--- config.mk ---
export PLATFORM = sky130hd
export DESIGN_NAME = decode_stage
export DESIGN_NICKNAME = d
export VERILOG_FILES = /design/src/rtl/decode_stage.sv
export SDC_FILE = /design/constraint.sdc
export NUM_CORES = 1
export LEC_CHECK = 0
export BUFFER_PORTS_ARGS = -buffer_cell sky130_fd_sc_hd__buf_4
export CORE_MARGIN = 3
export CORE_UTILIZATION = 47
export DETAILED_ROUTE_END_ITERATION = 7
export MAX_ROUTING_LAYER = met4
export PLACE_DENSITY = 0.72
export SLEW_MARGIN = 5
export SYNTH_ARGS = -nofsm -noshare
export SYNTH_HDL_FRONTEND = slang
export SYNTH_SLANG_ARGS = --single-unit
--- constraint.sdc ---
create_clock -name clk -period 1.54 [get_ports clk]
set_input_delay 0.077 -clock clk [delete_from_list [all_inputs] [get_ports clk]]
set_output_delay 0.077 -clock clk [all_outputs]
set_load 0.05 [all_outputs]
--- src/rtl/decode_stage.sv ---
// Registered instruction-decode stage with a 2-entry skid buffer and RAW hazard tracking.
// Optional perf counters (perf_decoded, perf_stall) are enabled by defining DECODE_PERF_CNT_EN.
module decode_stage #(
  parameter int unsigned IW      = 32,
  parameter int unsigned OPW     = 6,
  parameter int unsigned RW      = 3,
  parameter int unsigned IMMW    = 8,
  parameter int unsigned XLEN    = 32,
  parameter int unsigned NUM_OPS = 32
) (
  input  logic             clk,
  input  logic             rst_n,
  input  logic             flush,
  input  logic             in_valid,
  output logic             in_ready,
  input  logic [IW-1:0]    in_instr,
  output logic             out_valid,
  input  logic             out_ready,
  output logic [OPW-1:0]   out_alu_op,
  output logic [RW-1:0]    out_rd,
  output logic [RW-1:0]    out_rs1,
  output logic [RW-1:0]    out_rs2,
  output logic [IMMW-1:0]  out_i1,
  output logic [IMMW-1:0]  out_i2,
  output logic [XLEN-1:0]  out_imm,
  output logic             out_illegal,
`ifdef DECODE_PERF_CNT_EN
  output logic [31:0]      perf_decoded,
  output logic [31:0]      perf_stall,
`endif
  output logic             out_raw_hazard
);

  localparam int unsigned RdLsb  = IW - OPW - 1 - RW;
  localparam int unsigned Rs1Lsb = RdLsb - RW;
  localparam int unsigned Rs2Lsb = Rs1Lsb - RW;

  typedef struct packed {
    logic [OPW-1:0]  op;
    logic [RW-1:0]   rd;
    logic [RW-1:0]   rs1;
    logic [RW-1:0]   rs2;
    logic [IMMW-1:0] i1;
    logic [IMMW-1:0] i2;
    logic [XLEN-1:0] imm;
    logic            illegal;
    logic            hazard;
  } payload_t;

  payload_t        main_q, main_d, skid_q, skid_d, dec;
  logic            m_valid_q, m_valid_d, s_valid_q, s_valid_d;
  logic [RW-1:0]   last_rd_q, last_rd_d;
  logic            last_wr_q, last_wr_d;
  logic            mode;
  logic [XLEN-1:0] sext, zext;
  logic            accept, out_fire;

  always_comb begin
    dec         = '0;
    dec.op      = in_instr[IW-1 -: OPW];
    mode        = in_instr[IW-OPW-1];
    dec.rd      = in_instr[RdLsb +: RW];
    dec.rs1     = in_instr[Rs1Lsb +: RW];
    dec.rs2     = in_instr[Rs2Lsb +: RW];
    dec.i1      = in_instr[IMMW +: IMMW];
    dec.i2      = in_instr[0 +: IMMW];
    sext        = {XLEN{dec.i1[IMMW-1]}};
    sext[2*IMMW-1:0] = {dec.i1, dec.i2};
    zext        = '0;
    zext[IMMW-1:0] = dec.i2;
    dec.imm     = mode ? sext : zext;
    dec.illegal = (32'(dec.op) >= NUM_OPS);
    // Compared against the tracker before this instruction updates it.
    dec.hazard  = last_wr_q & ((dec.rs1 == last_rd_q) | (dec.rs2 == last_rd_q));
  end

  assign in_ready = ~s_valid_q;
  assign accept   = in_valid & in_ready & ~flush;
  assign out_fire = m_valid_q & out_ready;

  always_comb begin
    main_d    = main_q;
    skid_d    = skid_q;
    m_valid_d = m_valid_q;
    s_valid_d = s_valid_q;
    last_rd_d = last_rd_q;
    last_wr_d = last_wr_q;
    if (flush) begin
      m_valid_d = 1'b0;
      s_valid_d = 1'b0;
      last_wr_d = 1'b0;
    end else begin
      if (accept) begin
        last_rd_d = dec.rd;
        last_wr_d = (dec.rd != '0);
      end
      // No input can be accepted while the skid is full, so draining it needs no merge.
      if (s_valid_q && out_ready) begin
        main_d    = skid_q;
        m_valid_d = 1'b1;
        s_valid_d = 1'b0;
      end else if (accept && (!m_valid_q || out_ready)) begin
        main_d    = dec;
        m_valid_d = 1'b1;
      end else if (accept) begin
        skid_d    = dec;
        s_valid_d = 1'b1;
      end else if (out_fire) begin
        m_valid_d = 1'b0;
      end
    end
  end

  always_ff @(posedge clk) begin
    if (!rst_n) begin
      main_q    <= '0;
      skid_q    <= '0;
      m_valid_q <= 1'b0;
      s_valid_q <= 1'b0;
      last_rd_q <= '0;
      last_wr_q <= 1'b0;
    end else begin
      main_q    <= main_d;
      skid_q    <= skid_d;
      m_valid_q <= m_valid_d;
      s_valid_q <= s_valid_d;
      last_rd_q <= last_rd_d;
      last_wr_q <= last_wr_d;
    end
  end

  assign out_valid      = m_valid_q;
  assign out_alu_op     = main_q.op;
  assign out_rd         = main_q.rd;
  assign out_rs1        = main_q.rs1;
  assign out_rs2        = main_q.rs2;
  assign out_i1         = main_q.i1;
  assign out_i2         = main_q.i2;
  assign out_imm        = main_q.imm;
  assign out_illegal    = main_q.illegal;
  assign out_raw_hazard = main_q.hazard;

`ifdef DECODE_PERF_CNT_EN
  logic [31:0] perf_decoded_q, perf_decoded_d, perf_stall_q, perf_stall_d;

  always_comb begin
    perf_decoded_d = perf_decoded_q;
    perf_stall_d   = perf_stall_q;
    if (out_fire) perf_decoded_d = perf_decoded_q + 32'd1;
    if (m_valid_q && !out_ready) perf_stall_d = perf_stall_q + 32'd1;
  end

  always_ff @(posedge clk) begin
    if (!rst_n) begin
      perf_decoded_q <= '0;
      perf_stall_q   <= '0;
    end else begin
      perf_decoded_q <= perf_decoded_d;
      perf_stall_q   <= perf_stall_d;
    end
  end

  assign perf_decoded = perf_decoded_q;
  assign perf_stall   = perf_stall_q;
`endif

endmodule
# ---- Yosys cells after proc, flatten, opt, wreduce, memory -nomap -nowiden
# Cells that the tools add are included.
dict set report word_totals {
  ff_bits 136
  inputBits 37
  out_inout_bits 67
  wordCells 57
}
dict set report op_classes {
  order_cmp 1
  eq_ne 3
  n_mux 7
  bitwise 10
  n_reduce_logical 14
}
# op count
set op_table {}
lappend op_table {{65-bit two-way mux} 2}
lappend op_table {{32-bit two-way mux} 1}
lappend op_table {{2-bit AND reduction} 4}
lappend op_table {{3-bit == test} 2}
lappend op_table {{6-bit >= comparator, second input constant} 1}
lappend op_table {{3-bit nonzero test} 2}
lappend op_table {{1-bit NOT} 5}
lappend op_table {{1-bit bitwise AND} 4}
lappend op_table {{1-bit two-way mux} 4}
lappend op_table {{4-bit AND reduction} 1}
lappend op_table {{3-bit by 1-bit inequality test with 1-bit output, second input constant} 1}
lappend op_table {{3-bit OR reduction} 1}
lappend op_table {{1-bit logical AND} 2}
lappend op_table {{2-bit nonzero test} 1}
lappend op_table {{2-bit OR reduction} 1}
lappend op_table {{1-bit zero test} 1}
lappend op_table {{1-bit logical OR} 1}
lappend op_table {{1-bit bitwise OR} 1}

# ---- Longest topological paths before layout
# Gate-level depths: netlist (run 1).
dict set report logic_depth {
  ltp_word 6
  depth_mapped 6
  depth_no_buf 4
}

# ---- Least setup slack after synthesis (run 1)
# Ideal clock, no wire load.
dict set report synth_path {
  path_kind {flip-flop to flip-flop}
  from {reg m_valid_q, in the netlist out_valid}
  to {reg skid_q[10] (netlist name)}
  setup_time_ps 122
  arrival_ps 1536
  required_ps 1418
  slack_ps -118
  path_stages_with_launch 7
  n_path_buf 2
  period_less_slack_ps 1658
  path_cell_list {dfxtp_1 > nand2b_1 > or3_1 > buf_2 > buf_2 > nand2_1 > a21boi_0}
}
dict set report synth_between {
  elab_chain_cells 5
}
# item line_no
set synth_rtl {}
lappend synth_rtl {{start: declaration} 51} ;# logic m_valid_q, m_valid_d, s_valid_q, s_valid_d;
lappend synth_rtl {{start signal: assignment} 125} ;# m_valid_q <= m_valid_d;
lappend synth_rtl {{1-bit zero test} 102} ;# end else if (accept && (!m_valid_q || out_ready)) begin
lappend synth_rtl {{1-bit logical OR} 102}
lappend synth_rtl {{1-bit logical AND} 102}
lappend synth_rtl {{1-bit NOT (no source line)} -}
lappend synth_rtl {{4-bit AND reduction (no source line)} -}
lappend synth_rtl {{end signal: assignment} 124} ;# skid_q <= skid_d;
lappend synth_rtl {{end: declaration} 50} ;# payload_t main_q, main_d, skid_q, skid_d, dec;
# Every way passes these cells.
# A chain may end at the register's enable or synchronous reset.

# ---- Worst setup path after layout (run 1)
dict set report layout_path {
  from {reg last_rd_q[1]}
  to {reg main_q, in the netlist out_raw_hazard}
}
dict set report layout_between {
  elab_chain_cells 5
  elab_cells_between_ends 6
  classes_between {2 x eq/ne; 2 x mux; 2 x bitwise}
}
# item line_no
set layout_rtl {}
lappend layout_rtl {{start: declaration} 52} ;# logic [RW-1:0] last_rd_q, last_rd_d;
lappend layout_rtl {{start signal: assignment} 127} ;# last_rd_q <= last_rd_d;
lappend layout_rtl {{3-bit == test} 74} ;# dec.hazard = last_wr_q & ((dec.rs1 == last_rd_q) | (dec.rs2 == last_rd_q));
lappend layout_rtl {{1-bit bitwise OR *} 74}
lappend layout_rtl {{1-bit bitwise AND *} 74}
lappend layout_rtl {{65-bit two-way mux *} 102}
lappend layout_rtl {{65-bit two-way mux *} 98} ;# if (s_valid_q && out_ready) begin
lappend layout_rtl {{end signal: assignment} 123} ;# main_q <= main_d;
lappend layout_rtl {{end: declaration} 50}
# Mark *: on every way between the ends. The rest lies on a longest branch, timed or not. The select of a mux whose other input is x is not followed.

==> results of run 1 <==
==> state kept, by name, summed over array words and instances, names as in the netlist <==
name / count
skid_q: 41
out_imm: 9
out_i1: 8
out_i2: 7
out_alu_op: 6
last_rd_q: 3
out_rd: 3
out_rs1: 3
out_rs2: 3
last_wr_q: 1
out_illegal: 1
out_raw_hazard: 1
out_valid: 1
s_valid_q: 1
==> repair_timing <==
action                     in CTS  in global routing
gates cloned                    0                  1
hold buffers                   19                  0
setup endpoints to repair       1                 49
hold endpoints to repair       19                  0
setup buffers                   0                  3
gates resized for setup         2                 11
pin swaps                       0                  4
==> stage by stage <==
| stage | setup TNS [ns] | cells |
|---|---|---|
| 5_1_grt | -0.121 | 677 |
| 6_report | 0 | 677 |
| 4_1_cts | 0 | 673 |
| 3_5_place_dp | -0.00885 | 638 |
| 3_3_place_gp | 0 | 638 |
| 2_1_floorplan | 0 | 471 |
==> power by group <==
part	internal (mW)	switching [mW]
clock network	0.836	0.769
logic	0.390	0.664
registers	2.36	0.0624
==> kinds of logic after synthesis <==
group                  count (synthesis)  synth area share
XOR/XNOR                               4           0.00896
buffers and inverters                 64            0.0919
AND/OR/NAND/NOR                      222             0.242
AO/OA/AOI/OAI                         89             0.196
multiplexers                           4            0.0102
flip-flops                            88             0.451
==> cells in the mapped netlist (2+ instances only) <==
library cell,count
sky130_fd_sc_hd__xor2_1,4
sky130_fd_sc_hd__dfxtp_1,88
sky130_fd_sc_hd__clkbuf_1,16
sky130_fd_sc_hd__buf_2,20
sky130_fd_sc_hd__inv_1,2
sky130_fd_sc_hd__mux2i_1,4
sky130_fd_sc_hd__buf_4,25
sky130_fd_sc_hd__a21boi_0,28
sky130_fd_sc_hd__a32o_1,2
sky130_fd_sc_hd__nor4_1,2
sky130_fd_sc_hd__a21oi_1,3
sky130_fd_sc_hd__nand2_1,146
sky130_fd_sc_hd__nand2b_1,3
sky130_fd_sc_hd__nor2b_1,3
sky130_fd_sc_hd__nor2_1,5
sky130_fd_sc_hd__nand3_1,54
sky130_fd_sc_hd__nor3_1,5
sky130_fd_sc_hd__a21boi_1,13
sky130_fd_sc_hd__o211a_1,40
==> worst max-delay path by stage <==
stage	cells after the start	slack, ns	end
after detailed placement	4	-0.009	out_raw_hazard
after global placement	4	0.03	out_raw_hazard
final	4	0.03	out_raw_hazard
after CTS	4	0.02	out_raw_hazard
after global routing	7	-0.03	skid_q[52]
after floorplan	4	0.06	out_raw_hazard
==> cells in the final DEF (no fill, tap or decap), types with 2 or more instances in the layout <==
master                          instances
sky130_fd_sc_hd__nand2_1              146
sky130_fd_sc_hd__buf_4                123
sky130_fd_sc_hd__dfxtp_1               84
sky130_fd_sc_hd__nand3_1               54
sky130_fd_sc_hd__o211a_1               40
sky130_fd_sc_hd__a21boi_0              25
sky130_fd_sc_hd__dlygate4sd3_1         19
sky130_fd_sc_hd__a21boi_1              16
sky130_fd_sc_hd__clkbuf_8              11
sky130_fd_sc_hd__nor2_1                 5
sky130_fd_sc_hd__buf_12                 5
sky130_fd_sc_hd__mux2i_1                4
sky130_fd_sc_hd__nor3_1                 4
sky130_fd_sc_hd__nor2b_1                3
sky130_fd_sc_hd__a21oi_1                3
sky130_fd_sc_hd__inv_1                  2
sky130_fd_sc_hd__nand2b_1               2
sky130_fd_sc_hd__xor2_2                 2
sky130_fd_sc_hd__xor2_1                 2
sky130_fd_sc_hd__nor4_1                 2
sky130_fd_sc_hd__a32o_1                 2
sky130_fd_sc_hd__clkbuf_1               2
sky130_fd_sc_hd__clkinv_2               2
sky130_fd_sc_hd__dfxtp_4                2
sky130_fd_sc_hd__dfxtp_2                2
sky130_fd_sc_hd__buf_6                  2
==> critical path, stage by stage, from the launching register on <==
cell and delay, ns:
sky130_fd_sc_hd__dfxtp_2 0.37, sky130_fd_sc_hd__xor2_1 0.19, sky130_fd_sc_hd__nor4_1 0.07, sky130_fd_sc_hd__or4_4 0.54
sky130_fd_sc_hd__a32o_1 0.24
==> metal layers <==
metal  share of wire  track usage
met5               0            -
met4          0.0072       0.0572
met3           0.063       0.0445
met2            0.49        0.344
met1            0.44        0.273
==> cell type report <==
| cell class | count | share of cell area |
|---|---|---|
| clock buffers | 13 | 0.0306 |
| clock inverters | 3 | 0.00772 |
| inverters | 2 | 0.00145 |
| multi-input cells | 319 | 0.351 |
| flip-flops and latches | 88 | 0.341 |
| well taps | 102 | 0.0246 |
| repair buffers | 150 | 0.243 |
==> summary.txt, run 1 <==
Status
  – Run status: finished clean

Pwr
  – Total power: 5.08 mW
  – Cell leakage power: 2.51 nW
  – Worst IR drop on VDD: 666 uV
  – Power per standard cell area: 979 nW/um2

Detailed routing
  – Antenna violation net count after detailed routing: 0
  – Via count of the routed design: 3538
  – Drt initial violations: 151
  – DRC: 0
  – Per-cell routed wire length: 14.7 um
  – Routed vias/inst: 5.23
  – 1st-pass router iterations: 5
  – Final wirelength: 9.96 mm

Die
  – Number of placement rows: 32
  – Effective utilization at floorplan: 0.496
  – Die area: 9450 um2
  – Die height: 97.2 um
  – Core area: 7890 um2
  – Ports: 104
  – Die W: 97.2 um

Cells and area
  – Share of cells above drive strength 1: 0.271
  – Area of all placed cells without fillers: 5190 um2
  – Fill cells: 635
  – NumNets Final: 607
  – Seq. cell area: 1770 um2
  – Number of antenna repair diodes: 0
  – Post-route core utilization: 0.658
  – Signed area change from the synthesized netlist to the final layout: 32.7%
  – Area of the multi-input gates: 1820 um2

Timing
  – Number of max-slew violations in the final report: 0
  – Time the worst path needs with I/O delays and setup: 1.51 ns
  – Final worst setup slack: 0.0324 ns
  – Count of final hold-check violations: 0
  – Final setup violation count: 0
  – Largest clock skew in the final design: 0.00635 ns
  – Slew at the pin with the worst max-slew slack: 0.519 ns
  – Relative slew slack: 0.654
  – Worst hold slack: 0.0160 ns
  – Maximum frequency from static timing analysis: 0.663 GHz
  – Period Utilization, post-route: 0.979

Worst setup path
  – CP Data Required Time: 1.78 ns
  – Source of the critical timing path: last_rd_q[1]
  – Peak fanout along the critical path: 3
  – Startpoint type of the worst setup path: flop
  – Number of cell instances on the worst register-to-register path: 4
  – Critical path type: reg -> reg
  – Launching point of the worst reg2reg path: last_rd_q[1]
  – FF-to-FF End: out_raw_hazard
  – Worst setup EP type: flop
  – Worst R2R Setup Slack: 0.03 ns
  – Critical path arrival: 1.74 ns

Logic synthesis
  – YS warnings: 0
  – Post-synth design cell area: 3910 um2
  – Library cells used by synthesis: 27
  – Number of flip-flops and latches in the synthesized netlist: 88
  – Cell types occupying the most area after synthesis: sky130_fd_sc_hd__dfxtp_1, sky130_fd_sc_hd__nand2_1, sky130_fd_sc_hd__o211a_1, sky130_fd_sc_hd__nand3_1, sky130_fd_sc_hd__a21boi_0
  – Share of Yosys cell area claimed by the top area cell type: 0.451
  – Sequential-to-total area share from yosys stat: 0.451
  – Share of synthesized flip-flops with an asynchronous set or reset: 0
  – Leading register cell type out of synthesis: sky130_fd_sc_hd__dfxtp_1
  – Number of enable-type register cells in the synthesized netlist: 0
  – Post-synth top area cell: sky130_fd_sc_hd__dfxtp_1
  – Mean post-synth cell area: 8.30 um2
  – Number of instances in the synthesized netlist: 471
  – Net count of the mapped netlist: 508

Placement
  – Post-detail-place hpwl: 6.58 mm
  – Worst setup timing slack at the placement stage: -0.00885 ns
  – Post-DP Area: 4710 um2
  – Port Buffer Count: 103
  – Final weighted congestion in routability-driven placement: 0.818

Hold path
  – Critical hold path startpoint: in_instr[10]
  – HP Class: in -> reg
  – Hold depth: 3
  – Sink of the worst hold path: skid_q[12]

Clock tree
  – Count of clock tree sinks: 88
  – Clock Pin Slew Worst Setup and Hold Paths: 0.08 ns
  – TritonCTS clock tree: yes
  – Clock root buffer master: sky130_fd_sc_hd__clkbuf_8
  – Number of levels the H-tree was split into: 3
  – Clk buf depth: 2
  – CTS buffer count: 9
  – Latest clock arrival within the worst-skew pair: 0.35 ns

GRT
  – Total routing usage reported by global routing: 0.213
  – Pin count of the biggest net entering global routing: 59
  – Total gr overflow: 0
  – Wire length of the first global-routing pass: 16.2 mm
  – Antenna violations before repair: 0
  – Via count of the first global-routing pass: 3402

Run
  – Max-Cap Viols: 0
No activity file was read; power rests on OpenSTA's default activity.
==> run 2, diff against run 1 <==
Settings changed: GPL_TIMING_DRIVEN set to 0, MAX_ROUTING_LAYER met4 to not set.
==> run 2 against run 1 <==
  * Combinational power is 5% higher
  * Design area is 2.8% higher
  * Maximum frequency is 0.79% higher
  * Register-to-register slack better by 0.02 ns
  * Sequential share of layout area is 0.87 points lower
  * Cell count is 4.6% higher
  * Die area stayed put
  * Utilization is 1.9 points higher
  * Flip-flop and latch count stayed put
  * Critical endpoint unchanged
  * Largest power group unchanged
  * Highest routed layer unchanged
==> summary.txt, run 2 (synthesis results as in run 1) <==
Worst setup path
  – Peak fanout along the critical path: 3
  – Startpoint type of the worst setup path: input pin
  – Worst setup EP type: flop
  – Critical path type: in -> reg
  – CP Data Required Time: 1.78 ns
  – Critical path arrival: 1.74 ns

Timing
  – Time the worst path needs with I/O delays and setup: 1.50 ns
  – Period Utilization, post-route: 0.971
  – Largest clock skew in the final design: 0.0135 ns
  – Number of max-slew violations in the final report: 0
  – Slew at the pin with the worst max-slew slack: 0.548 ns
  – Worst hold slack: 0.0175 ns
  – Count of final hold-check violations: 0
  – Setup total negative slack: 0 ns
  – Final setup violation count: 0
  – Maximum frequency from static timing analysis: 0.669 GHz
  – Relative slew slack: 0.635

Die
  – Die height: 97.2 um
  – Core area: 7890 um2
  – Die area: 9450 um2
  – Ports: 104
  – Number of placement rows: 32
  – Effective utilization at floorplan: 0.496
  – Die W: 97.2 um

Hold path
  – HP Class: in -> reg

Placement
  – Port Buffer Count: 102
  – Post-DP Area: 4800 um2
  – Final weighted congestion in routability-driven placement: 0.800
  – Post-detail-place hpwl: 7.26 mm

GRT
  – Wire length of the first global-routing pass: 17.3 mm
  – Via count of the first global-routing pass: 3561
  – Total gr overflow: 0
  – Pin count of the biggest net entering global routing: 20
  – Total routing usage reported by global routing: 0.222
  – Antenna violations before repair: 0

Detailed routing
  – Per-cell routed wire length: 14.8 um
  – Routed length on met1: 4.80 mm
  – Final wirelength: 10.5 mm
  – Met2 Wirelength: 5.01 mm
  – Wire length on met3: 601 um
  – DRC: 0
  – 1st-pass router iterations: 4
  – Routed vias/inst: 5.23
  – Antenna violation net count after detailed routing: 0
  – Drt initial violations: 219
  – Via count of the routed design: 3704
  – Top routing layer in use: met4

Cells and area
  – Most common cell after layout, fill and taps aside: sky130_fd_sc_hd__nand2_1
  – Max reg flops: 41
  – Area of all placed cells without fillers: 5340 um2
  – NumNets Final: 639
  – Signed area change from the synthesized netlist to the final layout: 36.5%
  – Fill cells: 663
  – Number of antenna repair diodes: 0
  – Share of cells above drive strength 1: 0.294
  – Register ranked first by flip-flop count: skid_q
  – Top library cells by usage in the layout, fill and taps aside: sky130_fd_sc_hd__nand2_1, sky130_fd_sc_hd__buf_4, sky130_fd_sc_hd__dfxtp_1

Clock tree
  – Count of clock tree sinks: 88
  – Latest clock arrival within the worst-skew pair: 0.35 ns
  – TritonCTS clock tree: yes
  – Clock Pin Slew Worst Setup and Hold Paths: 0.09 ns
  – Clock root buffer master: sky130_fd_sc_hd__clkbuf_8
  – Number of levels the H-tree was split into: 3
  – Clk buf depth: 2
  – CTS buffer count: 9

Pwr
  – Total power: 5.40 mW
  – Worst IR drop on VDD: 670 uV
  – Cell leakage power: 2.61 nW
  – Power per standard cell area: 1010 nW/um2

Run
  – Max-Cap Viols: 0

Status
  – Run status: finished clean
## run 2: changes by cell type in the layout (fill, tap and decap cells not counted), sizes merged
cell and delta:
clkinv -1, buf +17, clkinvlp +1, clkbuf +12, bufinv +2
## run 2: final cells by class
| class | instances | area, um2 | share of cell area |
|---|---|---|---|
| timing repair buffer | 122 | 963 | 0.181 |
| inverter | 2 | 7.51 | 0.00141 |
| clock inverter | 5 | 106 | 0.0199 |
| multi-input combinational | 319 | 1850 | 0.348 |
| buffer | 60 | 373 | 0.0699 |
| tap | 102 | 128 | 0.0239 |
| clock buffer | 10 | 128 | 0.0239 |
| sequential | 88 | 1780 | 0.333 |
## run 2: power breakdown
part | internal (mW) | switching [mW] | total [mW]
Combinational | 0.420 | 0.684 | 1.10
Clock | 1.07 | 0.808 | 1.88
Sequential | 2.36 | 0.0614 | 2.42
## run 2: path summary, 6_finish.rpt
path                      from  slack, ns             end  cells after the start
setup / recovery  in_instr[16]       0.04  out_raw_hazard                      6
hold reg to reg     skid_q[63]       0.46      skid_q[63]                      2
hold / removal    in_instr[14]       0.02      skid_q[48]                      3
setup reg to reg  last_rd_q[0]       0.05  out_raw_hazard                      4
## run 2: stage by stage
step | instances | setup slack (ns) | util
6_report | 708 | 0.0443 | 0.676
2_1_floorplan | 471 | 0.0608 | -
3_3_place_gp | 675 | -0.0463 | 0.609
3_5_place_dp | 675 | -0.109 | 0.609
4_1_cts | 708 | 0.0175 | 0.667
5_1_grt | 708 | -0.0106 | 0.676
## run 2: critical path, stage by stage
cell	delay [ns]
sky130_fd_sc_hd__dlygate4sd3_1	0.53
sky130_fd_sc_hd__buf_4	0.15
sky130_fd_sc_hd__xor2_2	0.18
sky130_fd_sc_hd__nor4_1	0.08
sky130_fd_sc_hd__or4_4	0.49
sky130_fd_sc_hd__a32o_1	0.22
## run 2: per-layer routing
metal | vias to the layer above | global-route usage
met3 | 9 | 0.0452
met5 | - | 0
met1 | 1751 | 0.296
li1 | 1834 | -
met2 | 110 | 0.357
met4 | 0 | 0.0767
## run 2: timing repair
item,in CTS,in global routing
hold buffers,19,0
resized for setup,12,21
setup endpoints to repair,81,95
setup buffers,0,1
gates cloned,0,0
pin swaps,0,3
endpoints found under the hold margin,19,0
